`config.mk`:
```
export PLATFORM = sky130hd
export DESIGN_NAME = wdt_multi
export DESIGN_NICKNAME = d
export VERILOG_FILES = /design/src/rtl/wdt_pkg.sv /design/src/rtl/wdt_channel.sv /design/src/rtl/wdt_multi.sv
export SDC_FILE = /design/constraint.sdc
export NUM_CORES = 2
export LEC_CHECK = 0
export ABC_CLOCK_PERIOD_IN_PS = 8500
export CORE_ASPECT_RATIO = 1.25
export CORE_UTILIZATION = 55
export CTS_BUF_LIST = sky130_fd_sc_hd__clkbuf_16
export CTS_CLUSTER_DIAMETER = 60
export DETAILED_ROUTE_END_ITERATION = 16
export GPL_TIMING_DRIVEN = 0
export HOLD_SLACK_MARGIN = 0.03
export PLACE_DENSITY_LB_ADDON = 0.3
export SLEW_MARGIN = 20
export SYNTH_ARGS = -nofsm -noshare
export SYNTH_HDL_FRONTEND = slang
export SYNTH_SLANG_ARGS = --single-unit
export TNS_END_PERCENT = 10
```
`constraint.sdc`:
```
create_clock -name clk -period 8.5 [get_ports clk]
set_clock_uncertainty 0.05 [all_clocks]
set_input_delay 0.85 -clock clk [delete_from_list [all_inputs] [get_ports clk]]
set_output_delay 0.85 -clock clk [all_outputs]
set_load 0.02 [all_outputs]
```
`src/rtl/wdt_pkg.sv`:
```
// Shared types, default widths and helpers for the multi-channel watchdog.
package wdt_pkg;

  localparam int DEF_NUM_CH = 4;
  localparam int DEF_CNT_W  = 32;
  localparam int DEF_PRE_W  = 8;
  localparam int MAX_CNT_W  = 64;

  typedef enum logic [1:0] {
    IDLE    = 2'd0,
    COUNT   = 2'd1,
    WARN    = 2'd2,
    TIMEOUT = 2'd3
  } wdt_state_e;

  // A warning threshold is only meaningful if it is nonzero and lands before the timeout.
  function automatic logic warn_valid(input logic [MAX_CNT_W-1:0] warncnt,
                                      input logic [MAX_CNT_W-1:0] tocnt);
    return (warncnt != '0) && (warncnt < tocnt);
  endfunction

endpackage

```
`src/rtl/wdt_channel.sv`:
```
// One watchdog channel: config/lock registers, state machine, counter and registered outputs.
module wdt_channel
  import wdt_pkg::*;
#(
  parameter int CNT_W = DEF_CNT_W
) (
  input  logic             clk,
  input  logic             rst,
  input  logic             tick,
  input  logic             wr,
  input  logic             cfg_en,
  input  logic             cfg_lock,
  input  logic [CNT_W-1:0] cfg_tocnt,
  input  logic [CNT_W-1:0] cfg_warncnt,
  input  logic [CNT_W-1:0] cfg_winmin,
  input  logic             kick,
  output logic             active,
  output logic             wto,
  output logic             warn,
  output logic             early,
  output logic [CNT_W-1:0] cnt
);

  wdt_state_e       state;
  logic             lock;
  logic [CNT_W-1:0] tocnt, warncnt, winmin;

  logic             wr_ok;
  logic [CNT_W-1:0] to_eff, warn_eff, win_eff, cnt_inc;
  logic             warn_ok;

  // A same-cycle write is already in force for that cycle's kick/tick evaluation.
  assign wr_ok    = wr && !lock;
  assign to_eff   = wr_ok ? cfg_tocnt   : tocnt;
  assign warn_eff = wr_ok ? cfg_warncnt : warncnt;
  assign win_eff  = wr_ok ? cfg_winmin  : winmin;
  assign cnt_inc  = cnt + CNT_W'(1);
  assign warn_ok  = warn_valid(MAX_CNT_W'(warn_eff), MAX_CNT_W'(to_eff));
  assign active   = (state != IDLE);

  // NOTE: all sequential state is assigned with non-blocking (<=) so every register sees pre-edge values.
  always_ff @(posedge clk) begin
    if (rst) begin
      state   <= IDLE;
      cnt     <= '0;
      tocnt   <= '0;
      warncnt <= '0;
      winmin  <= '0;
      lock    <= 1'b0;
      wto     <= 1'b0;
      warn    <= 1'b0;
      early   <= 1'b0;
    end else begin
      if (wr_ok) begin
        tocnt   <= cfg_tocnt;
        warncnt <= cfg_warncnt;
        winmin  <= cfg_winmin;
        if (cfg_lock) lock <= 1'b1;
      end

      if (wr_ok && !cfg_en) begin
        state <= IDLE;
        cnt   <= '0;
        wto   <= 1'b0;
        warn  <= 1'b0;
        early <= 1'b0;
      end else begin
        case (state)
          IDLE: begin
            if (wr_ok) begin
              state <= COUNT;
              cnt   <= '0;
            end
          end
          COUNT, WARN: begin
            if (kick) begin
              if ((win_eff != '0) && (cnt < win_eff)) begin
                state <= TIMEOUT;
                wto   <= 1'b1;
                early <= 1'b1;
              end else begin
                state <= COUNT;
                cnt   <= '0;
                warn  <= 1'b0;
              end
            end else if (tick) begin
              if (cnt == to_eff) begin
                state <= TIMEOUT;
                wto   <= 1'b1;
              end else begin
                cnt <= cnt_inc;
                if (warn_ok && (cnt_inc == warn_eff)) begin
                  state <= WARN;
                  warn  <= 1'b1;
                end
              end
            end
          end
          TIMEOUT: begin
            // Latched until a disable write or reset.
          end
          default: state <= IDLE;
        endcase
      end
    end
  end

endmodule

```
`src/rtl/wdt_multi.sv`:
```
// Multi-channel watchdog top: shared prescaler, write decode, count readback and timeout summary.
module wdt_multi
  import wdt_pkg::*;
#(
  parameter  int NUM_CH = DEF_NUM_CH,
  parameter  int CNT_W  = DEF_CNT_W,
  parameter  int PRE_W  = DEF_PRE_W,
  localparam int CH_W   = (NUM_CH > 1) ? $clog2(NUM_CH) : 1
) (
  input  logic              clk,
  input  logic              rst,
  input  logic [PRE_W-1:0]  presc,
  input  logic              cfg_we,
  input  logic [CH_W-1:0]   cfg_sel,
  input  logic              cfg_en,
  input  logic              cfg_lock,
  input  logic [CNT_W-1:0]  cfg_tocnt,
  input  logic [CNT_W-1:0]  cfg_warncnt,
  input  logic [CNT_W-1:0]  cfg_winmin,
  input  logic [NUM_CH-1:0] kick,
  output logic [NUM_CH-1:0] wto,
  output logic [NUM_CH-1:0] warn,
  output logic [NUM_CH-1:0] early,
  output logic              wto_any,
  output logic [CNT_W-1:0]  rd_cnt
);

  logic [PRE_W-1:0]  pcnt;
  logic              running, tick;
  logic [NUM_CH-1:0] active, we_dec;
  logic [CNT_W-1:0]  cnt_arr [NUM_CH];

  // The prescaler idles at zero so the first tick is a full period after any channel starts.
  assign running = |active;
  assign tick    = running && (pcnt == presc);

  always_ff @(posedge clk) begin
    if (rst || !running) pcnt <= '0;
    else if (pcnt == presc) pcnt <= '0;
    else pcnt <= pcnt + PRE_W'(1);
  end

  for (genvar i = 0; i < NUM_CH; i++) begin : g_ch
    assign we_dec[i] = cfg_we && (cfg_sel == CH_W'(i));

    wdt_channel #(.CNT_W(CNT_W)) u_ch (
      .clk         (clk),
      .rst         (rst),
      .tick        (tick),
      .wr          (we_dec[i]),
      .cfg_en      (cfg_en),
      .cfg_lock    (cfg_lock),
      .cfg_tocnt   (cfg_tocnt),
      .cfg_warncnt (cfg_warncnt),
      .cfg_winmin  (cfg_winmin),
      .kick        (kick[i]),
      .active      (active[i]),
      .wto         (wto[i]),
      .warn        (warn[i]),
      .early       (early[i]),
      .cnt         (cnt_arr[i])
    );
  end

  // NOTE: default assignment first in always_comb so no path leaves rd_cnt unassigned (no latch).
  always_comb begin
    rd_cnt = '0;
    for (int i = 0; i < NUM_CH; i++) begin
      if (cfg_sel == CH_W'(i)) rd_cnt = cnt_arr[i];
    end
  end

  always_ff @(posedge clk) begin
    if (rst) wto_any <= 1'b0;
    else     wto_any <= |wto;
  end

endmodule

```
# Word level (Yosys, flattened, before mapping)
# Cells that the tools add are included.
[classes] eq_ne=52 order_cmp=8 n_reduce_logical=100 n_addsub=5 n_mux=104
[op_table] operator="$mux W32" count=36
[op_table] operator="$eq A32 B32 Y1" count=8
[op_table] operator="$lt A32 B32 Y1" count=8
[op_table] operator="$pmux W32 S2" count=4
[op_table] operator="$reduce_bool A32 Y1" count=8
[op_table] operator="$add A32 B1 Y32 const B" count=4
[op_table] operator="$mux W2" count=24
[op_table] operator="$reduce_and A5 Y1" count=8
[op_table] operator="$reduce_bool A2 Y1" count=20
[op_table] operator="$mux W1" count=36
[op_table] operator="$ne A3 B3 Y1 const B" count=11
[op_table] operator="$reduce_and A4 Y1" count=8
[op_table] operator="$logic_and A1 B1 Y1" count=25
[op_table] operator="$reduce_or A2 Y1" count=9
[op_table] operator="$ne A2 B1 Y1 const B" count=8
[op_table] operator="$ne A2 B2 Y1 const B" count=8
[op_table] operator="$ne A4 B2 Y1 const B" count=4
[op_table] operator="$pmux W2 S2" count=4
[op_table] operator="$eq A2 B2 Y1 const B" count=6
[op_table] operator="$reduce_and A3 Y1" count=4
[op_table] operator="$eq A2 B1 Y1 const B" count=5
[op_table] operator="$logic_not A2 Y1" count=5
[op_table] operator="$add A8 B1 Y8 const B" count=1
[op_table] operator="$eq A8 B8 Y1" count=1
[op_table] operator="5 further kinds" count=14
[totals] wordCells=307 out_inout_bits=45 reg_bits=545

# Depth between registers and ports, before layout
[logic_depth] word_depth=12 ltp_mapped=21

# Modules after synthesis
# Synthesis repeated with hierarchy kept, for this count alone.
[unflattened] hier_cells=4089 area_unflattened_um2=35353.9
[modules_own_cells] mod="wdt_channel at g_ch[0].u_ch ..." cells_per_inst=991 seq_area_each_um2=2682.6 area_each_um2=8463.1 n_inst=3
[modules_own_cells] mod="wdt_channel at g_ch[3].u_ch" cells_per_inst=1022 seq_area_each_um2=2682.6 area_each_um2=8732.1 n_inst=1
[modules_own_cells] mod="wdt_multi" cells_per_inst=94 seq_area_each_um2=180.2 area_each_um2=1232.4 n_inst=1

# Worst setup path before layout
# OpenSTA, ideal clock, no wires.
[synth_path] path_type="input to register" start="input cfg_sel[1]" end="register g_ch[1].u_ch.cnt[28]" path_buffers=9 stages=21 setup_ns=0.101 slack_ns=2.998 arrival_time_ns=5.351 path_cell_list="nand4bb_1 -> buf_2 -> buf_4 -> buf_2 -> buf_2 -> buf_2 -> buf_4 -> buf_2 -> buf_1 -> mux2i_1 -> ha_1 -> a21o_1 -> a21o_1 -> a21oi_1 -> o41a_1 -> o31a_1 -> nand4b_1 -> a31oi_1 -> clkbuf_1 -> o21ai_1 -> o41ai_1"
[synth_via] elab_chain_cells=8
[synth_rtl] item="from (decl)" line_no="wdt_multi.sv:14" text="input logic [CH_W-1:0] cfg_sel,"
[synth_rtl] item="$eq A2 B1 Y1 (*)" line_no="wdt_multi.sv:44" text="assign we_dec[i] = cfg_we && (cfg_sel == CH_W'(i));"
[synth_rtl] item="$logic_and A1 B1 Y1 (*)" line_no="wdt_multi.sv:44"
[synth_rtl] item="$logic_and A1 B1 Y1 (*)" line_no="wdt_channel.sv:33" text="assign wr_ok = wr && !lock;"
[synth_rtl] item="$mux W32"
[synth_rtl] item="$lt A32 B32 Y1 or $reduce_bool A32 Y1 (tied branches)" line_no="wdt_channel.sv:77" text="if ((win_eff != '0) && (cnt < win_eff)) begin"
[synth_rtl] item="$logic_and A1 B1 Y1" line_no="wdt_channel.sv:77"
[synth_rtl] item="$ne A3 B3 Y1 (no source line)"
[synth_rtl] item="$reduce_and A5 Y1 (no source line)"
[synth_rtl] item="to (signal assigned)" line_no="wdt_channel.sv:91" text="cnt <= cnt_inc;"
[synth_rtl] item="to (decl)" line_no="wdt_channel.sv:21" text="output logic [CNT_W-1:0] cnt"
# Every way passes the cells marked *; elsewhere a longest branch is shown, timed or not.
# A chain may end at the register's enable or synchronous reset.

# Worst setup path after layout
[layout_path] start="input cfg_we" end="register g_ch[1].u_ch.cnt[18]"
[layout_via] elab_chain_cells=7
[layout_rtl] item="from (decl)" line_no="wdt_multi.sv:13" text="input logic cfg_we,"
[layout_rtl] item="$logic_and A1 B1 Y1 (*)" line_no="wdt_multi.sv:44"
[layout_rtl] item="$logic_and A1 B1 Y1 (*)" line_no="wdt_channel.sv:33"
[layout_rtl] item="$mux W32"
[layout_rtl] item="$lt A32 B32 Y1 or $reduce_bool A32 Y1 (tied branches)" line_no="wdt_channel.sv:77"
[layout_rtl] item="$logic_and A1 B1 Y1" line_no="wdt_channel.sv:77"
[layout_rtl] item="$ne A3 B3 Y1 (no source line)"
[layout_rtl] item="$reduce_and A5 Y1 (no source line)"
# Marked as above.

==> run summary <==
The flow ran to the end, and the final reports show no timing, DRC or antenna violations. After clock tree synthesis, the repair step resized 0 gates. The hold violation count in the final report came out at 0. The routed wire length per instance was 34.5 µm; the count of pins over their slew limit was 0. The run gives 31.0% as the fraction of the yosys area taken by sequential cells.

In this run, distinct cell masters in the synthesized netlist total 91. Data on the critical path arrives at its endpoint at 8.60 ns. The tools report the DRC violations left as 0. The via density per instance was 7.05; the reg-to-reg setup timing slack was 0.91 ns. CTS placed an instance of sky130_fd_sc_hd__clkbuf_16 at the clock tree root. The tools report the maximum clock frequency as 123 MHz. The hold path startpoint is g_ch[0].u_ch.state[0]$_SDFFE_PP0P_. The worst hold path terminates at g_ch[0].u_ch.state[0]$_SDFFE_PP0P_. The die area came out at 65000 µm². The number of register bits inferred by synthesis came out at 545. At the worst endpoint, the required time is 8.95 ns.

The leakage power was 17.6 nW. The initial antenna violation count is 23. In this run, CTS created clock tree buffers numbering 56. The number of optimization iterations in the first detailed-route pass came out at 7.

The tools report the net count reported at finish as 4765. The worst setup path is captured at a flop. The hold buffer count at CTS was 0; the signed area change from the synthesized netlist to the final layout was 13.3%.

Post-synthesis async set-or-reset flop share: 0%. The tools report the total number of vias as 37.4k. The worst hold-check path type is flop to flop. For the pin with the worst max-slew slack, the measured transition is 1.33 ns.

The tools report the instance count of the mapped netlist as 4182. After synthesis, the mean cell area works out to 8.41 µm². For this run, the total global-route usage over all layers was measured as 54.6%. Setup repair after global routing left no endpoint under its margin. Counting flops with a built-in enable in the synthesized netlist gives 0.

After synthesis, the most frequently instantiated cells are 554 x sky130_fd_sc_hd__nor2_1, 545 x sky130_fd_sc_hd__dfxtp_1, 386 x sky130_fd_sc_hd__mux2i_1. The H-tree was split into 2 levels. Sorting the synthesized cells by area gives the leading types as sky130_fd_sc_hd__dfxtp_1 31%, sky130_fd_sc_hd__mux2i_1 11%, sky130_fd_sc_hd__ha_1 9.0%. The time the final worst path needs with I/O delays and setup works out to 8.15 ns. After synthesis, the largest area contributor takes up 31.0% of total cell area.

For the core box area, the log shows 63100 µm². Clock-pin slew was measured on the worst setup and hold paths at 0.06 ns. Power spread over the standard cell area amounts to 180 nW/µm². The final layout contains routed wiring with a total length of 183000 µm. The clock passes through at most 3 buffers. Of all cell types, the one taking the most synthesized area is sky130_fd_sc_hd__dfxtp_1.

The detailed router finished its first iteration with 5731 violations. The floorplan has 103 rows. The critical register-to-register path endpoint was g_ch[1].u_ch.cnt[18]$_SDFFE_PP0P_. The initial standard-cell utilization of the core is 55.7%. For the clock latency of the later-clocked register in the worst-skew pair, the log shows 0.67 ns.

The worst hold path was traced through 2 stages. The post-route antenna net violation count came out at 0. The tools report the worst slew margin relative to its limit as 11.3%.

The tool flagged a number of max-cap violations equal to 0. Entering global routing, the biggest net connects 16 pins. For the via count of the first global-routing pass, the log shows 34.2k.

The logs give 0.000172 V for the peak ir drop on the vdd network and 0 for the number of setup buffers added after CTS. The logs give 160 for the number of top-level design ports and 5615 for the total of fill cells in the finished design. In the synthesized netlist the dominant register cell turns out to be sky130_fd_sc_hd__dfxtp_1.

The critical path is of the primary input to flop type. Of the cells placed in the final design, the portion with a size suffix greater than 1 is 4.59%. For this run, the number of Yosys warnings is 0. The netlist area before placement was 35200 µm²; the number of endpoints failing setup at the final stage was 0. TritonCTS built the clock tree. In the final layout, flip-flops and latches occupy 10900 µm². At the end of routability-driven placement, the weighted congestion stood at 1.12. The total overflow left after global routing is 0.

The depth of the worst register-to-register path works out to 21. The maximum fanout along the worst path was 10. The final critical path takes up 95.9% of the cycle. The startpoint identified for the worst register-to-register timing path is g_ch[1].u_ch.lock$_SDFFE_PP0P_. The kind of start point of the critical path was a primary input. Once detailed placement completed, the half-perimeter wirelength came to 138000 µm. The post-synthesis net count came out at 4549. Width of the die: 228 µm.

The first global-routing pass estimated 251000 µm of wire. The die is 285 µm tall. The CTS sink count was 545; the area of the multi-input gates was 22300 µm².

The most common cell in the synthesized netlist is sky130_fd_sc_hd__nor2_1. Total power for the finished layout comes to 7.18 mW. For the final routed database, the setup TNS stands at 0 ns. Buffers placed on the I/O ports in this run total 158.
-- report_power, final --
part / switching [mW] / total [mW] / internal [mW]
Combinational: 1.17 / 1.72 / 0.554
Clock: 1.19 / 2.76 / 1.57
Sequential: 0.0596 / 2.70 / 2.64
-- layout by cell type (no fill, tap or decap), types with 33 or more instances in the layout --
cell type	count
sky130_fd_sc_hd__nor2_1	553
sky130_fd_sc_hd__dfxtp_1	545
sky130_fd_sc_hd__mux2i_1	386
sky130_fd_sc_hd__xnor2_1	278
sky130_fd_sc_hd__ha_1	252
sky130_fd_sc_hd__nand2_1	216
sky130_fd_sc_hd__inv_1	207
sky130_fd_sc_hd__clkbuf_1	202
sky130_fd_sc_hd__a21oi_1	192
sky130_fd_sc_hd__clkdlybuf4s50_1	158
sky130_fd_sc_hd__nor4_1	148
sky130_fd_sc_hd__nand4_1	121
sky130_fd_sc_hd__nand3_1	114
sky130_fd_sc_hd__nor3_1	99
sky130_fd_sc_hd__o21ai_0	87
sky130_fd_sc_hd__clkbuf_16	56
sky130_fd_sc_hd__o21ai_1	51
sky130_fd_sc_hd__a31oi_1	48
sky130_fd_sc_hd__o211ai_1	41
sky130_fd_sc_hd__a21o_1	39
sky130_fd_sc_hd__xor2_1	37
sky130_fd_sc_hd__and3_1	33
-- critical path: stages --
cell                              delay, ns
sky130_fd_sc_hd__clkdlybuf4s50_1       0.63
sky130_fd_sc_hd__nand4bb_1             0.21
sky130_fd_sc_hd__buf_2                 0.28
sky130_fd_sc_hd__buf_4                 0.30
sky130_fd_sc_hd__buf_2                 0.34
sky130_fd_sc_hd__buf_2                 0.46
sky130_fd_sc_hd__buf_2                 0.41
sky130_fd_sc_hd__buf_4                 0.30
sky130_fd_sc_hd__buf_2                 0.38
sky130_fd_sc_hd__buf_1                 0.80
sky130_fd_sc_hd__mux2i_1               0.37
sky130_fd_sc_hd__ha_1                  0.31
sky130_fd_sc_hd__a21o_1                0.19
sky130_fd_sc_hd__a21o_1                0.17
sky130_fd_sc_hd__a21oi_1               0.16
sky130_fd_sc_hd__o41a_1                0.20
sky130_fd_sc_hd__o31a_1                0.21
sky130_fd_sc_hd__nand4b_1              0.22
sky130_fd_sc_hd__a31oi_1               0.70
sky130_fd_sc_hd__clkbuf_1              0.53
sky130_fd_sc_hd__o21ai_1               0.28
sky130_fd_sc_hd__o31ai_1               0.26
-- cells by family after synthesis --
kind of cell	count (synthesis)	synth area share, %
AOI/OAI and AO/OA	685	12.6
xor gates and xnor gates	319	8.10
adders and majority gates	254	9.02
buffers and inverters	485	5.50
DFF	545	31.0
muxes	423	13.2
and+or+nand+nor	1471	20.5
-- how the worst max path moves through the flow --
| stage | cells past startpoint | slack, ns | start | end |
|---|---|---|---|---|
| 6_report | 22 | 0.35 | cfg_we | g_ch[1].u_ch.cnt[18]$_SDFFE_PP0P_ |
| 5_1_grt | 22 | 0.36 | cfg_we | g_ch[1].u_ch.cnt[18]$_SDFFE_PP0P_ |
| 2_1_floorplan | 21 | 3.00 | cfg_sel[1] | g_ch[1].u_ch.cnt[28]$_SDFFE_PP0P_ |
| 3_5_place_dp | 22 | 0.16 | cfg_we | g_ch[1].u_ch.cnt[18]$_SDFFE_PP0P_ |
| 3_3_place_gp | 22 | 0.06 | cfg_we | g_ch[1].u_ch.cnt[18]$_SDFFE_PP0P_ |
| 4_1_cts | 22 | 0.82 | cfg_we | g_ch[1].u_ch.cnt[18]$_SDFFE_PP0P_ |
-- metrics by stage --
step,cells,util [%],hold WS (ns),setup WS [ns],area (µm²)
after floorplan,4182,-,0.374,3.00,35200
after global placement,5180,59.9,0.392,0.0616,37800
after detailed placement,5180,59.9,0.397,0.159,37800
after CTS,5284,63.0,0.406,0.821,39800
after global routing,5287,63.0,0.421,0.358,39800
final,5305,63.1,0.413,0.346,39900
-- registers in the layout (all words and copies together) (netlist names) --
signal,flops
g_ch.u_ch.cnt,128
g_ch.u_ch.tocnt,128
g_ch.u_ch.warncnt,128
g_ch.u_ch.winmin,128
g_ch.u_ch.state,8
pcnt,8
g_ch.u_ch.early,4
g_ch.u_ch.lock,4
g_ch.u_ch.warn,4
g_ch.u_ch.wto,4
wto_any,1
-- per-layer routing --
| metal | up-vias | global-route usage [%] | share of wire (%) |
|---|---|---|---|
| li1 | 15600 | - | - |
| met1 | 17600 | 61.5 | 34 |
| met2 | 3263 | 78.6 | 40 |
| met3 | 996 | 19.6 | 14 |
| met4 | 10 | 54.6 | 12 |
| met5 | - | 0.654 | 0.062 |
-- layout make-up --
class / instances / share of cell area (%)
buffer: 281 / 2.95
timing repair buffer: 158 / 3.97
antenna: 21 / 0.132
tap: 840 / 2.64
inverter: 204 / 1.92
multi-input combinational: 3152 / 56.1
clock buffer: 56 / 3.52
sequential: 545 / 27.4
clock inverter: 48 / 1.44
Power figures use the tool's default switching activity.
==> patch, RTL diff (config.mk and constraints unchanged) <==
Change the package constant `DEF_CNT_W` from 32 to 16.
--- a/src/rtl/wdt_pkg.sv
+++ b/src/rtl/wdt_pkg.sv
@@ -2,7 +2,7 @@
 package wdt_pkg;
 
   localparam int DEF_NUM_CH = 4;
-  localparam int DEF_CNT_W  = 32;
+  localparam int DEF_CNT_W  = 16;
   localparam int DEF_PRE_W  = 8;
   localparam int MAX_CNT_W  = 64;
 
Interface: changed (resized cfg_tocnt, cfg_warncnt, cfg_winmin and rd_cnt); port bits go from 160 to 96. The function was not compared with the original's and may differ.
==> patch against the unedited design <==
Worst hold slack got worse by 11 ps. Non-clock buffer count decreased by 215. Final cell count down 51%. Routed wire length down 65%. Count of clock-buffer cells in the layout down 19. Fmax up 39%. Sequential cell count fell by 256. Power is 49% lower. Cell area is 49% lower. Register-to-register slack better by 2600 ps. Via count decreased by 55%. Setup slack improved by 2300 ps. Critical path depth shrank 7. Area after synthesis down 50%. Critical endpoint is now g_ch[0].u_ch.cnt[13]. Largest power group is now registers. Highest routed layer unchanged.
==> patch: results (changes against the unedited design) <==
Cells and area
  – Final Net Count: 2360 (was 4765)
  – Finished Layout Cells: 2606 (was 5305)
  – Layout cells sized above 1: 0.0598 (was 0.0459)

Run status
  – Status: finished, final reports clean (unchanged)

Worst setup path
  – Reg-to-reg slack, setup: 3480 ps (was 910 ps)
  – Setup crit start: cfg_sel[1] (was cfg_we)
  – Reg2reg path depth: 13 (was 21)
  – Critical-path top delay cell: nor4b_4 (was buf_1)
  – R2r startpoint: g_ch[0].u_ch.lock (was g_ch[1].u_ch.lock)
  – Crit path DAT: 6230 ps (was 8600 ps)
  – CP max stage delay: 840 ps (was 800 ps)

Route
  – Drt initial violations: 2008 (was 5731)
  – DR WL/cell: 24.8 µm (was 34.5 µm)
  – Pre-antenna DRT Iters: 6 (was 7)
  – Vias per inst: 6.41 (was 7.05)

Pwr
  – Combinational power share: 0.227 (was 0.240)
  – Switching portion of total power: 0.315 (was 0.336)
  – P_clk: 1.41 mW (was 2.76 mW)

Timing
  – Final hold slack: 402 ps (was 413 ps)
  – Worst-Margin Slew: 1070 ps (was 1330 ps)
  – Setup ws final: 2650 ps (was 346 ps)

Global routing
  – Largest net degree at the start of global routing: 14 (was 16)
  – Antenna violations before repair: 2 (was 23)
  – Global Route Usage Sum: 0.395 (was 0.546)

Synth
  – Commonest cells in the netlist: 289 x dfxtp_1, 283 x nor2_1, 185 x mux2i_1 (was 554 x nor2_1, 545 x dfxtp_1, 386 x mux2i_1)
  – Register area share after synthesis: 0.326 (was 0.310)
  – Post-Synth XOR/XNOR Area: 0.0871 (was 0.0810)
  – Area contributors post-synth: dfxtp_1 33%, mux2i_1 10%, ha_1 8.7% (was dfxtp_1 31%, mux2i_1 11%, ha_1 9.0%)
  – Synth Area in Compound Gates: 0.122 (was 0.126)
  – Netlist cell types: 84 (was 91)
  – Post-synthesis cell count: 2041 (was 4182)
  – Area share of fa/ha/maj cells after synthesis: 0.0896 (was 0.0902)
  – Mux contribution to synthesized area: 0.133 (was 0.132)
  – Syn Nets: 2231 (was 4549)

Placement
  – Placed cell count: 2546 (was 5180)
  – Placed Area: 19200 µm² (was 37800 µm²)
  – # port buffers: 93 (was 158)
  – Dpl ws: 2280 ps (was 159 ps)
  – Final HPWL DP: 48.5 mm (was 138 mm)

Clock network
  – Root buf cell: clkbuf_16 (unchanged)
  – Clk_lat worst skew: 530 ps (was 670 ps)
  – Num CTS Buffers: 34 (was 56)
  – Clock Path Buffers: 3 (unchanged)

Worst hold path
  – WHS Endpoint: g_ch[1].u_ch.state[0] (was g_ch[0].u_ch.state[0])
  – Min-delay src: g_ch[1].u_ch.state[0] (was g_ch[0].u_ch.state[0])
==> patch: changes by cell type after synthesis, moves of 34 or more <==
cell	delta
a21oi_1	-121
inv_1	-109
nor2_1	-271
o21ai_1	-34
xnor2_1	-147
nor4_1	-90
clkbuf_1	-123
ha_1	-129
mux2i_1	-201
nor3_1	-63
nand4_1	-70
dfxtp_1	-256
nand2_1	-113
nand3_1	-50
==> patch: area by class of cell <==
cell class | instances | area, µm²
multi-input cells | 1527 | 11000
inverters | 94 | 353
well taps | 412 | 515
diodes | 3 | 7.51
clock inverters | 20 | 121
fillers | 2696 | 11500
plain buffers | 131 | 607
clock buffers | 37 | 926
repair buffers | 93 | 931
flip-flops and latches | 289 | 5790
==> patch: routing by layer <==
metal | vias up | GRT usage | part of all wire
li1 | 7546 | - | -
met1 | 7789 | 0.471 | 0.37
met2 | 1050 | 0.605 | 0.43
met3 | 327 | 0.101 | 0.11
met4 | 2 | 0.302 | 0.089
met5 | - | 0.0106 | 0.00076
